`src/rtl/board_video_pkg.sv`:
```
// rtl/board_video_pkg.sv - shared constants, sync mode type and saturating increment for the VGA adapter
package board_video_pkg;

    typedef enum logic {
        SYNC_PASS = 1'b0,
        SYNC_NEG  = 1'b1
    } sync_mode_t;

    // 2x2 ordered-dither thresholds, indexed by {row, column}
    localparam logic [1:0] BAYER [4] = '{2'd0, 2'd2, 2'd3, 2'd1};

    function automatic logic [31:0] sat_inc(input logic [31:0] v, input logic [31:0] max_v);
        return (v >= max_v) ? v : v + 32'd1;
    endfunction

endpackage

```
`src/rtl/board_video_adapter_sync_polarity_detect.sv`:
```
// rtl/board_video_adapter_sync_polarity_detect.sv - learns sync polarity from full high/low phase lengths
module sync_polarity_detect
    import board_video_pkg::*;
#(
    parameter int CNT_BITS = 12
) (
    input  logic clk,
    input  logic reset_n,
    input  logic ce,
    input  logic sync,
    output logic pol
);

    localparam logic [31:0] CNT_MAX = 32'((64'd1 << CNT_BITS) - 64'd1);

    logic                r_primed;
    logic                r_prev;
    logic                r_seen_rise;
    logic                r_seen_fall;
    logic                r_hi_ok;
    logic                r_pol;
    logic [CNT_BITS-1:0] r_cnt_hi;
    logic [CNT_BITS-1:0] r_cnt_lo;
    logic [CNT_BITS-1:0] r_hi_len;
    logic                w_rise;
    logic                w_fall;

    // The first sample after reset only primes r_prev; it is never treated as an edge.
    assign w_rise = r_primed &&  sync && !r_prev;
    assign w_fall = r_primed && !sync &&  r_prev;
    assign pol    = r_pol;

    always_ff @(posedge clk or negedge reset_n) begin
        if (!reset_n) begin
            r_primed    <= 1'b0;
            r_prev      <= 1'b0;
            r_seen_rise <= 1'b0;
            r_seen_fall <= 1'b0;
            r_hi_ok     <= 1'b0;
            r_pol       <= 1'b0;
            r_cnt_hi    <= '0;
            r_cnt_lo    <= '0;
            r_hi_len    <= '0;
        end else if (ce) begin
            r_primed <= 1'b1;
            r_prev   <= sync;
            if (w_rise) begin
                r_seen_rise <= 1'b1;
                r_cnt_hi    <= '0;
                // A low phase is full only if it began at a falling edge.
                if (r_seen_fall && r_hi_ok) begin
                    if (r_hi_len < r_cnt_lo) begin
                        r_pol <= 1'b1;
                    end else if (r_hi_len > r_cnt_lo) begin
                        r_pol <= 1'b0;
                    end
                end
            end else if (w_fall) begin
                r_seen_fall <= 1'b1;
                r_cnt_lo    <= '0;
                if (r_seen_rise) begin
                    r_hi_len <= r_cnt_hi;
                    r_hi_ok  <= 1'b1;
                end
            end else if (sync) begin
                r_cnt_hi <= CNT_BITS'(sat_inc(32'(r_cnt_hi), CNT_MAX));
            end else begin
                r_cnt_lo <= CNT_BITS'(sat_inc(32'(r_cnt_lo), CNT_MAX));
            end
        end
    end

endmodule

```
`src/rtl/board_video_adapter.sv`:
```
// rtl/board_video_adapter.sv - guest RGB/sync to board VGA pins; BOARD_VIDEO_DITHER_EN enables 2x2 dithering
module board_video_adapter
    import board_video_pkg::*;
#(
    parameter int IN_BITS     = 8,
    parameter int OUT_BITS    = 6,
    parameter int HS_CNT_BITS = 12,
    parameter int VS_CNT_BITS = 20
) (
    input  logic                clk,
    input  logic                reset_n,
    input  logic                pix_ce,
    input  logic [IN_BITS-1:0]  in_r,
    input  logic [IN_BITS-1:0]  in_g,
    input  logic [IN_BITS-1:0]  in_b,
    input  logic                in_hs,
    input  logic                in_vs,
    input  logic                in_blank,
    input  logic                out_neg,
    output logic [OUT_BITS-1:0] vga_r,
    output logic [OUT_BITS-1:0] vga_g,
    output logic [OUT_BITS-1:0] vga_b,
    output logic                vga_hs,
    output logic                vga_vs,
    output logic                hs_pol,
    output logic                vs_pol
);

`ifdef BOARD_VIDEO_DITHER_EN
    localparam bit DITHER_EN = 1'b1;
`else
    localparam bit DITHER_EN = 1'b0;
`endif

    logic [IN_BITS-1:0]  w_in   [3];
    logic [IN_BITS-1:0]  r_in1  [3];
    logic [OUT_BITS-1:0] w_cv   [3];
    logic [OUT_BITS-1:0] r_out  [3];
    logic                r_hs1;
    logic                r_vs1;
    logic                r_blank1;
    logic                r_x;
    logic                r_y;
    logic                r_frame;
    logic                r_vga_hs;
    logic                r_vga_vs;
    logic                w_hs_pol;
    logic                w_vs_pol;
    logic                w_hs_edge;
    logic                w_vs_edge;
    logic [1:0]          w_bayer;
    sync_mode_t          w_mode;

    assign w_in[0] = in_r;
    assign w_in[1] = in_g;
    assign w_in[2] = in_b;
    assign w_mode  = sync_mode_t'(out_neg);

    sync_polarity_detect #(.CNT_BITS(HS_CNT_BITS)) u_hs_det (
        .clk     (clk),
        .reset_n (reset_n),
        .ce      (pix_ce),
        .sync    (in_hs),
        .pol     (w_hs_pol)
    );

    sync_polarity_detect #(.CNT_BITS(VS_CNT_BITS)) u_vs_det (
        .clk     (clk),
        .reset_n (reset_n),
        .ce      (pix_ce),
        .sync    (in_vs),
        .pol     (w_vs_pol)
    );

    // Active edge: the sample entering stage 1 reaches the active level the stage-1 sample lacked.
    assign w_hs_edge = (in_hs == w_hs_pol) && (r_hs1 != w_hs_pol);
    assign w_vs_edge = (in_vs == w_vs_pol) && (r_vs1 != w_vs_pol);
    assign w_bayer   = BAYER[{r_y ^ r_frame, r_x}];

    always_ff @(posedge clk or negedge reset_n) begin
        if (!reset_n) begin
            for (int i = 0; i < 3; i++) begin
                r_in1[i] <= '0;
            end
            r_hs1    <= 1'b0;
            r_vs1    <= 1'b0;
            r_blank1 <= 1'b0;
            r_x      <= 1'b0;
            r_y      <= 1'b0;
            r_frame  <= 1'b0;
        end else if (pix_ce) begin
            for (int i = 0; i < 3; i++) begin
                r_in1[i] <= w_in[i];
            end
            r_hs1    <= in_hs;
            r_vs1    <= in_vs;
            r_blank1 <= in_blank;
            r_x      <= w_hs_edge ? 1'b0 : ~r_x;
            if (w_vs_edge) begin
                r_y     <= 1'b0;
                r_frame <= ~r_frame;
            end else if (w_hs_edge) begin
                r_y <= ~r_y;
            end
        end
    end

    for (genvar ch = 0; ch < 3; ch++) begin : g_ch
        if (IN_BITS > OUT_BITS) begin : g_reduce
            localparam int R = IN_BITS - OUT_BITS;
            logic [OUT_BITS-1:0] w_d;
            logic [1:0]          w_f;
            assign w_d = r_in1[ch][IN_BITS-1 -: OUT_BITS];
            if (R >= 2) begin : g_f2
                assign w_f = r_in1[ch][R-1 -: 2];
            end else begin : g_f1
                assign w_f = {r_in1[ch][0], 1'b0};
            end
            // Saturate at full scale rather than wrap to black.
            assign w_cv[ch] = (DITHER_EN && (w_f > w_bayer) && (w_d != '1)) ? w_d + 1'b1 : w_d;
        end else begin : g_expand
            for (genvar i = 0; i < OUT_BITS; i++) begin : g_bit
                assign w_cv[ch][OUT_BITS-1-i] = r_in1[ch][IN_BITS-1-(i % IN_BITS)];
            end
        end
    end

    always_ff @(posedge clk or negedge reset_n) begin
        if (!reset_n) begin
            for (int i = 0; i < 3; i++) begin
                r_out[i] <= '0;
            end
            r_vga_hs <= 1'b0;
            r_vga_vs <= 1'b0;
        end else if (pix_ce) begin
            for (int i = 0; i < 3; i++) begin
                r_out[i] <= r_blank1 ? '0 : w_cv[i];
            end
            r_vga_hs <= (w_mode == SYNC_NEG) ? (r_hs1 ^ w_hs_pol) : r_hs1;
            r_vga_vs <= (w_mode == SYNC_NEG) ? (r_vs1 ^ w_vs_pol) : r_vs1;
        end
    end

    assign vga_r  = r_out[0];
    assign vga_g  = r_out[1];
    assign vga_b  = r_out[2];
    assign vga_hs = r_vga_hs;
    assign vga_vs = r_vga_vs;
    assign hs_pol = w_hs_pol;
    assign vs_pol = w_vs_pol;

endmodule

```
`config.mk`:
```
export PLATFORM = sky130hd
export DESIGN_NAME = board_video_adapter
export DESIGN_NICKNAME = d
export VERILOG_FILES = /design/src/rtl/board_video_pkg.sv /design/src/rtl/board_video_adapter_sync_polarity_detect.sv /design/src/rtl/board_video_adapter.sv
export SDC_FILE = /design/constraint.sdc
export NUM_CORES = 1
export LEC_CHECK = 0
export BUFFER_PORTS_ARGS = -buffer_cell sky130_fd_sc_hd__buf_4
export CAP_MARGIN = 20
export CORE_ASPECT_RATIO = 0.9
export CORE_MARGIN = 3
export CORE_UTILIZATION = 45
export DETAILED_ROUTE_END_ITERATION = 10
export PLACE_DENSITY = 0.73
export SLEW_MARGIN = 20
export SYNTH_ARGS = -nofsm -noshare
export SYNTH_HDL_FRONTEND = slang
export SYNTH_SLANG_ARGS = --single-unit
export TNS_END_PERCENT = 50
```
`constraint.sdc`:
```
create_clock -name clk -period 2.34 [get_ports clk]
set_input_delay 0.585 -clock clk [delete_from_list [all_inputs] [get_ports clk]]
set_output_delay 0.585 -clock clk [all_outputs]
set_load 0.02 [all_outputs]
```
# Word-level counts from Yosys, hierarchy flattened
# Cells that the tools add are included.
[word_totals] ramBits=0 input_bits=31 ff_bits=152 elab_cells=103 n_memories=0 romBits=0 out_inout_bits=22 latch_bits=0
[op_classes] n_lt_le_gt_ge=8 div=0 add_sub_neg=4 mul=0 bitwise_logic=4 muxes=23 eq_ne=8 reduce_logical=30 n_shift=0
[ops] op="20-bit 2-to-1 mux" n=7
[ops] op="12-bit 2-to-1 mux" n=7
[ops] op="20-bit by 1-bit adder with 20-bit output (second input constant)" n=2
[ops] op="20-bit >= comparator (second input constant)" n=2
[ops] op="4-bit AND reduction" n=8
[ops] op="12-bit by 1-bit adder with 12-bit output (second input constant)" n=2
[ops] op="12-bit >= comparator (second input constant)" n=2
[ops] op="20-bit > comparator" n=1
[ops] op="20-bit < comparator" n=1
[ops] op="6-bit 2-to-1 mux" n=3
[ops] op="2-bit by 1-bit inequality test with 1-bit output (second input constant)" n=8
[ops] op="12-bit > comparator" n=1
[ops] op="12-bit < comparator" n=1
[ops] op="1-bit logical AND" n=10
[ops] op="2-bit nonzero test" n=4
[ops] op="1-bit 2-to-1 mux" n=6
[ops] op="3-bit AND reduction" n=2
[ops] op="1-bit logical NOT" n=4
[ops] op="2-bit AND reduction" n=2
[ops] op="1-bit NOT" n=2
[ops] op="1-bit bitwise XOR" n=2

# Longest topological paths before layout
[depth] word_depth=5 depth_mapped=7 ltp_nobuf=7

# Modules after synthesis
# From an unflattened synthesis, not the netlist that was laid out.
[hier_totals] hier_cells=731 area_unflattened_um2=7692.4
[modules_own_cells] mod="sync_polarity_detect (u_vs_det)" instances=1 seq_area_each_um2=1651.6 area_each_um2=3683.5 cells_per_inst=373
[modules_own_cells] mod="sync_polarity_detect (u_hs_det)" instances=1 seq_area_each_um2=1051.0 area_each_um2=2245.9 cells_per_inst=226
[modules_own_cells] mod="board_video_adapter" instances=1 seq_area_each_um2=1026.0 area_each_um2=1762.9 cells_per_inst=132

# Least setup slack after synthesis
# Ideal clock, no wire load.
[synth_timing] path_kind="input to register" start="input port in_vs" end="register u_vs_det.r_cnt_lo[15]" path_slack_ps=322 arrival_time_ps=1886 setup_ps=132 required_ps=2208 n_path_buf=1 stages=6 cell_sequence="nand2b_1 -> buf_6 -> or4_4 -> a2111oi_4 -> xnor2_1 -> nor2_1"
[synth_between] elab_chain_cells=5 elab_cells_between_ends=10 classes_between="2 x eq/ne; 1 x mux; 1 x bitwise; 6 x reduce/logical"
[synth_rtl] item="start: declaration" line="board_video_adapter.sv:17" text="input logic in_vs,"
[synth_rtl] item="1-bit logical NOT" line="board_video_adapter_sync_polarity_detect.sv:30" text="assign w_fall = r_primed && !sync && r_prev;"
[synth_rtl] item="1-bit logical AND (2 in series)" line="board_video_adapter_sync_polarity_detect.sv:30"
[synth_rtl] item="2-bit by 1-bit inequality test with 1-bit output (no source line)"
[synth_rtl] item="4-bit AND reduction (no source line)"
[synth_rtl] item="end signal: assignment" line="board_video_adapter_sync_polarity_detect.sv:68" text="r_cnt_lo <= CNT_BITS'(sat_inc(32'(r_cnt_lo), CNT_MAX));"
[synth_rtl] item="end: declaration" line="board_video_adapter_sync_polarity_detect.sv:23" text="logic [CNT_BITS-1:0] r_cnt_lo;"
# Parallel ways exist; a longest one is shown, timed or not.
# A chain may end at the register's enable or synchronous reset.

# Worst setup path in the final report
[layout_timing] start="register u_vs_det.r_cnt_hi[0]" end="register u_vs_det.r_cnt_hi[3]"
[layout_between] elab_chain_cells=5 elab_cells_between_ends=8 classes_between="1 x add/sub; 1 x order compare; 1 x eq/ne; 4 x mux; 1 x reduce/logical"
[layout_rtl] item="start: declaration" line="board_video_adapter_sync_polarity_detect.sv:22" text="logic [CNT_BITS-1:0] r_cnt_hi;"
[layout_rtl] item="start signal: assignment" line="board_video_adapter_sync_polarity_detect.sv:66" text="r_cnt_hi <= CNT_BITS'(sat_inc(32'(r_cnt_hi), CNT_MAX));"
[layout_rtl] item="20-bit by 1-bit adder with 20-bit output" line="board_video_pkg.sv:13" text="return (v >= max_v) ? v : v + 32'd1;"
[layout_rtl] item="20-bit 2-to-1 mux" line="board_video_pkg.sv:13"
[layout_rtl] item="20-bit 2-to-1 mux" line="board_video_adapter_sync_polarity_detect.sv:65" text="end else if (sync) begin"
[layout_rtl] item="20-bit 2-to-1 mux" line="board_video_adapter_sync_polarity_detect.sv:58" text="end else if (w_fall) begin"
[layout_rtl] item="20-bit 2-to-1 mux" line="board_video_adapter_sync_polarity_detect.sv:47" text="if (w_rise) begin"
# Parallel ways exist; a longest one is shown, timed or not. The select of a mux whose other input is x is not followed.

==> results.py <==
metrics = {
    "outcome": {
        "outcome": "finished, final reports clean",
    },
    "final_layout": {
        "n_antenna_cell": 0,
        "layout-drive-gt1-share_pct": 19.1,
        "fillCellCount": 1391,
        "finish.utilization_pct": 54.3,
        "fin_area_mm2": 0.00881,
        "nets": 867,
        "syn_to_final_growth_pct": 17.2,
    },
    "placed_design": {
        "pre_cts_ws_ns": 0.0810,
        "dpl_cell_area_mm2": 0.00824,
        "port_buffers": 46,
        "dp_hpwl_um": 11400,
        "place.gp.congestion": 0.837,
    },
    "pwr": {
        "p_leak_nw": 3.98,
        "peakVddDrop_mv": 0.510,
        "p_per_area_mw_per_mm2": 738,
        "p_total_mw": 6.50,
    },
    "synth": {
        "ys.flop_type": "dfrtp_1",
        "synth.avg_cell_area_um2": 10.2,
        "yosysUniqueCellTypes": 57,
        "ys_ff_latch": 146,
        "async_flop_share_pct": 100,
        "ys_seq_area_share_pct": 48.6,
        "synth.cell_area_mm2": 0.00752,
        "yosys_warnings": 0,
        "synth-edff-count": 0,
        "synth_nets": 801,
        "synth_cells": 734,
    },
    "worst_setup_path": {
        "cp-end-kind": "flip-flop",
        "r2r_start": "u_vs_det.r_cnt_hi[0]",
        "startpoint": "u_vs_det.r_cnt_hi[0]",
        "critPathLaunchType": "flip-flop",
        "r2r_slack_ns": 0.20,
        "reg2reg_to": "u_vs_det.r_cnt_hi[3]",
        "critPathArrivalTime_ns": 2.48,
        "crit_required_ns": 2.68,
        "worstSetupPathType": "flip-flop to flip-flop",
        "critPathMaxFanout": 17,
        "worstRegToRegCells": 7,
    },
    "routing": {
        "drc_errors": 0,
        "routed_wl_um": 16100,
        "first_iter_violations": 480,
        "post_drt_wl_per_cell_um": 15.8,
        "dr_total_vias": 5755,
        "drtAntennaViolNets": 0,
        "vias_per_cell": 5.64,
        "drtPass1Iterations": 5,
    },
    "timing": {
        "fin_crit_sh_pct": 91.4,
        "fin_skew_ns": 0.00960,
        "fin_setup_tns_ns": 0,
        "slew_headroom_pct": 52.3,
        "rsz0062_at_grt": "false",
        "max_freq_ghz": 0.467,
        "finalMaxSlewViolations": 0,
        "worst_pin_slew_ns": 0.715,
        "setup_viol": 0,
        "fin_ws_ns": 0.201,
        "period_minus_slack_ns": 2.14,
        "hold_violations": 0,
    },
    "die": {
        "fp.dieW_um": 142,
        "row_count": 44,
        "initial_core_util_pct": 46.3,
        "fp.coreArea_mm2": 0.0162,
        "dieHeight_um": 129,
        "dieArea_mm2": 0.0183,
        "pin_count": 53,
    },
    "clock_tree": {
        "clock_latency_ns": 0.43,
        "post-cts-setup-buffers": 0,
        "clockBufferDepth": 2,
        "cts.repair.resized": 0,
        "cts_tree": "built",
        "cts-htree-levels": 4,
        "cts_root_buf": "clkbuf_16",
        "cts_sinks": 146,
        "clkTransAtPathRegs_ns": 0.07,
        "cts_made_buffers": 17,
        "ctsHoldBuffers": 0,
    },
    "worst_hold_path": {
        "hold_class": "primary input to asynchronous set/reset pin",
    },
    "global_route": {
        "grt_pass1_vias": 5568,
        "grt_usage_pct": 18.5,
        "grt_max_degree": 62,
        "antenna_found_initial": 0,
        "grt_remaining_overflow": 0,
        "grt_pass1_wl_um": 27300,
    },
    "job": {
        "cap_violations": 0,
    },
}
## critical path, stage by stage, from the launching register on
cell and delay (ns):
dfrtp_1 0.42, ha_1 0.22, nand3_1 0.17, nor4_4 0.39
a21o_1 0.47, buf_12 0.18, o21ai_1 0.07, a21oi_1 0.15
## cell usage in the layout (no fill, tap or decap), types with 23 or more instances in the layout
master	count
a21oi_1	40
buf_4	66
dfrtp_1	146
ha_1	36
inv_1	56
mux2_2	41
nand2_1	54
nand3_1	29
nand4_1	23
nor2_1	35
o21ai_0	50
## through the flow
| step | hold slack (ns) | instances |
|---|---|---|
| 6_report | 0.0743 | 1020 |
| 5_1_grt | 0.0943 | 1020 |
| 4_1_cts | 0.0676 | 1020 |
| 3_5_place_dp | 0.453 | 988 |
| 3_3_place_gp | 0.453 | 988 |
| 2_1_floorplan | 0.289 | 734 |
## cells by family (layout without fill, tap and decap cells)
kind of cell,after synthesis,in the layout,share of synthesized area (%)
compound gates,153,153,12.6
xor+xnor,18,18,2.10
buf+inv,79,158,4.14
mux,54,54,8.04
simple gates,248,248,18.5
flops,146,146,48.6
fa+ha+maj,36,36,5.99
## report_power, final
part / switching [mW] / internal (mW) / total [mW] / leakage, nW
clock network: 1.16 / 1.49 / 2.65 / 0.275
registers: 0.184 / 2.73 / 2.91 / 1.91
logic: 0.522 / 0.423 / 0.945 / 1.79
## layer usage
metal	track usage, %	vias up	share of wire [%]
met2	28.8	127	46
met4	6.21	0	1.9
met3	3.94	29	4.2
li1	-	2797	-
met5	0	-	0
met1	25.9	2802	48
## Yosys cell counts (9+ instances only)
master | number | share of area [%]
mux2_1 | 10 | 1.5
nor3_1 | 12 | 0.80
and3_1 | 11 | 0.92
o31ai_1 | 9 | 0.90
xnor2_1 | 10 | 1.2
o21ai_0 | 50 | 3.3
ha_1 | 36 | 6.0
mux2_2 | 41 | 6.1
clkbuf_1 | 12 | 0.60
nand2_1 | 54 | 2.7
nand4_1 | 23 | 1.9
inv_1 | 56 | 2.8
nor2_1 | 35 | 1.7
or3_1 | 17 | 1.4
nand3b_1 | 16 | 1.6
nand3_1 | 29 | 1.9
a21oi_1 | 40 | 2.7
o21ai_1 | 9 | 0.60
dfrtp_1 | 146 | 49
nand2b_1 | 10 | 0.83
## registers in the layout, summed over array words and instances (netlist names), 6 cells and up
register	cells
u_hs_det.r_cnt_lo	12
vga_g	6
vga_r	6
u_vs_det.r_cnt_lo	20
u_hs_det.r_cnt_hi	12
g_ch.g_reduce.w_d	18
u_vs_det.r_cnt_hi	20
u_hs_det.r_hi_len	12
vga_b	6
u_vs_det.r_hi_len	20
## worst max-delay path by stage
stage / end / cells after the start
after floorplan: u_vs_det.r_cnt_lo[15] / 6
final: u_vs_det.r_cnt_hi[3] / 7
after global routing: u_vs_det.r_cnt_hi[3] / 7
after CTS: u_vs_det.r_cnt_hi[3] / 7
after detailed placement: u_vs_det.r_cnt_hi[3] / 7
after global placement: u_vs_det.r_cnt_hi[6] / 7
## cell type report
| class | count | area (um2) | share of cell area, % |
|---|---|---|---|
| flip-flops and latches | 146 | 3650 | 41.4 |
| multi-input cells | 509 | 3550 | 40.3 |
| repair buffers | 70 | 567 | 6.43 |
| clock buffers | 17 | 425 | 4.83 |
| well taps | 207 | 259 | 2.94 |
| inverters | 56 | 210 | 2.38 |
| clock inverters | 15 | 146 | 1.66 |
Note: power is estimated with default switching activity, not from simulation.
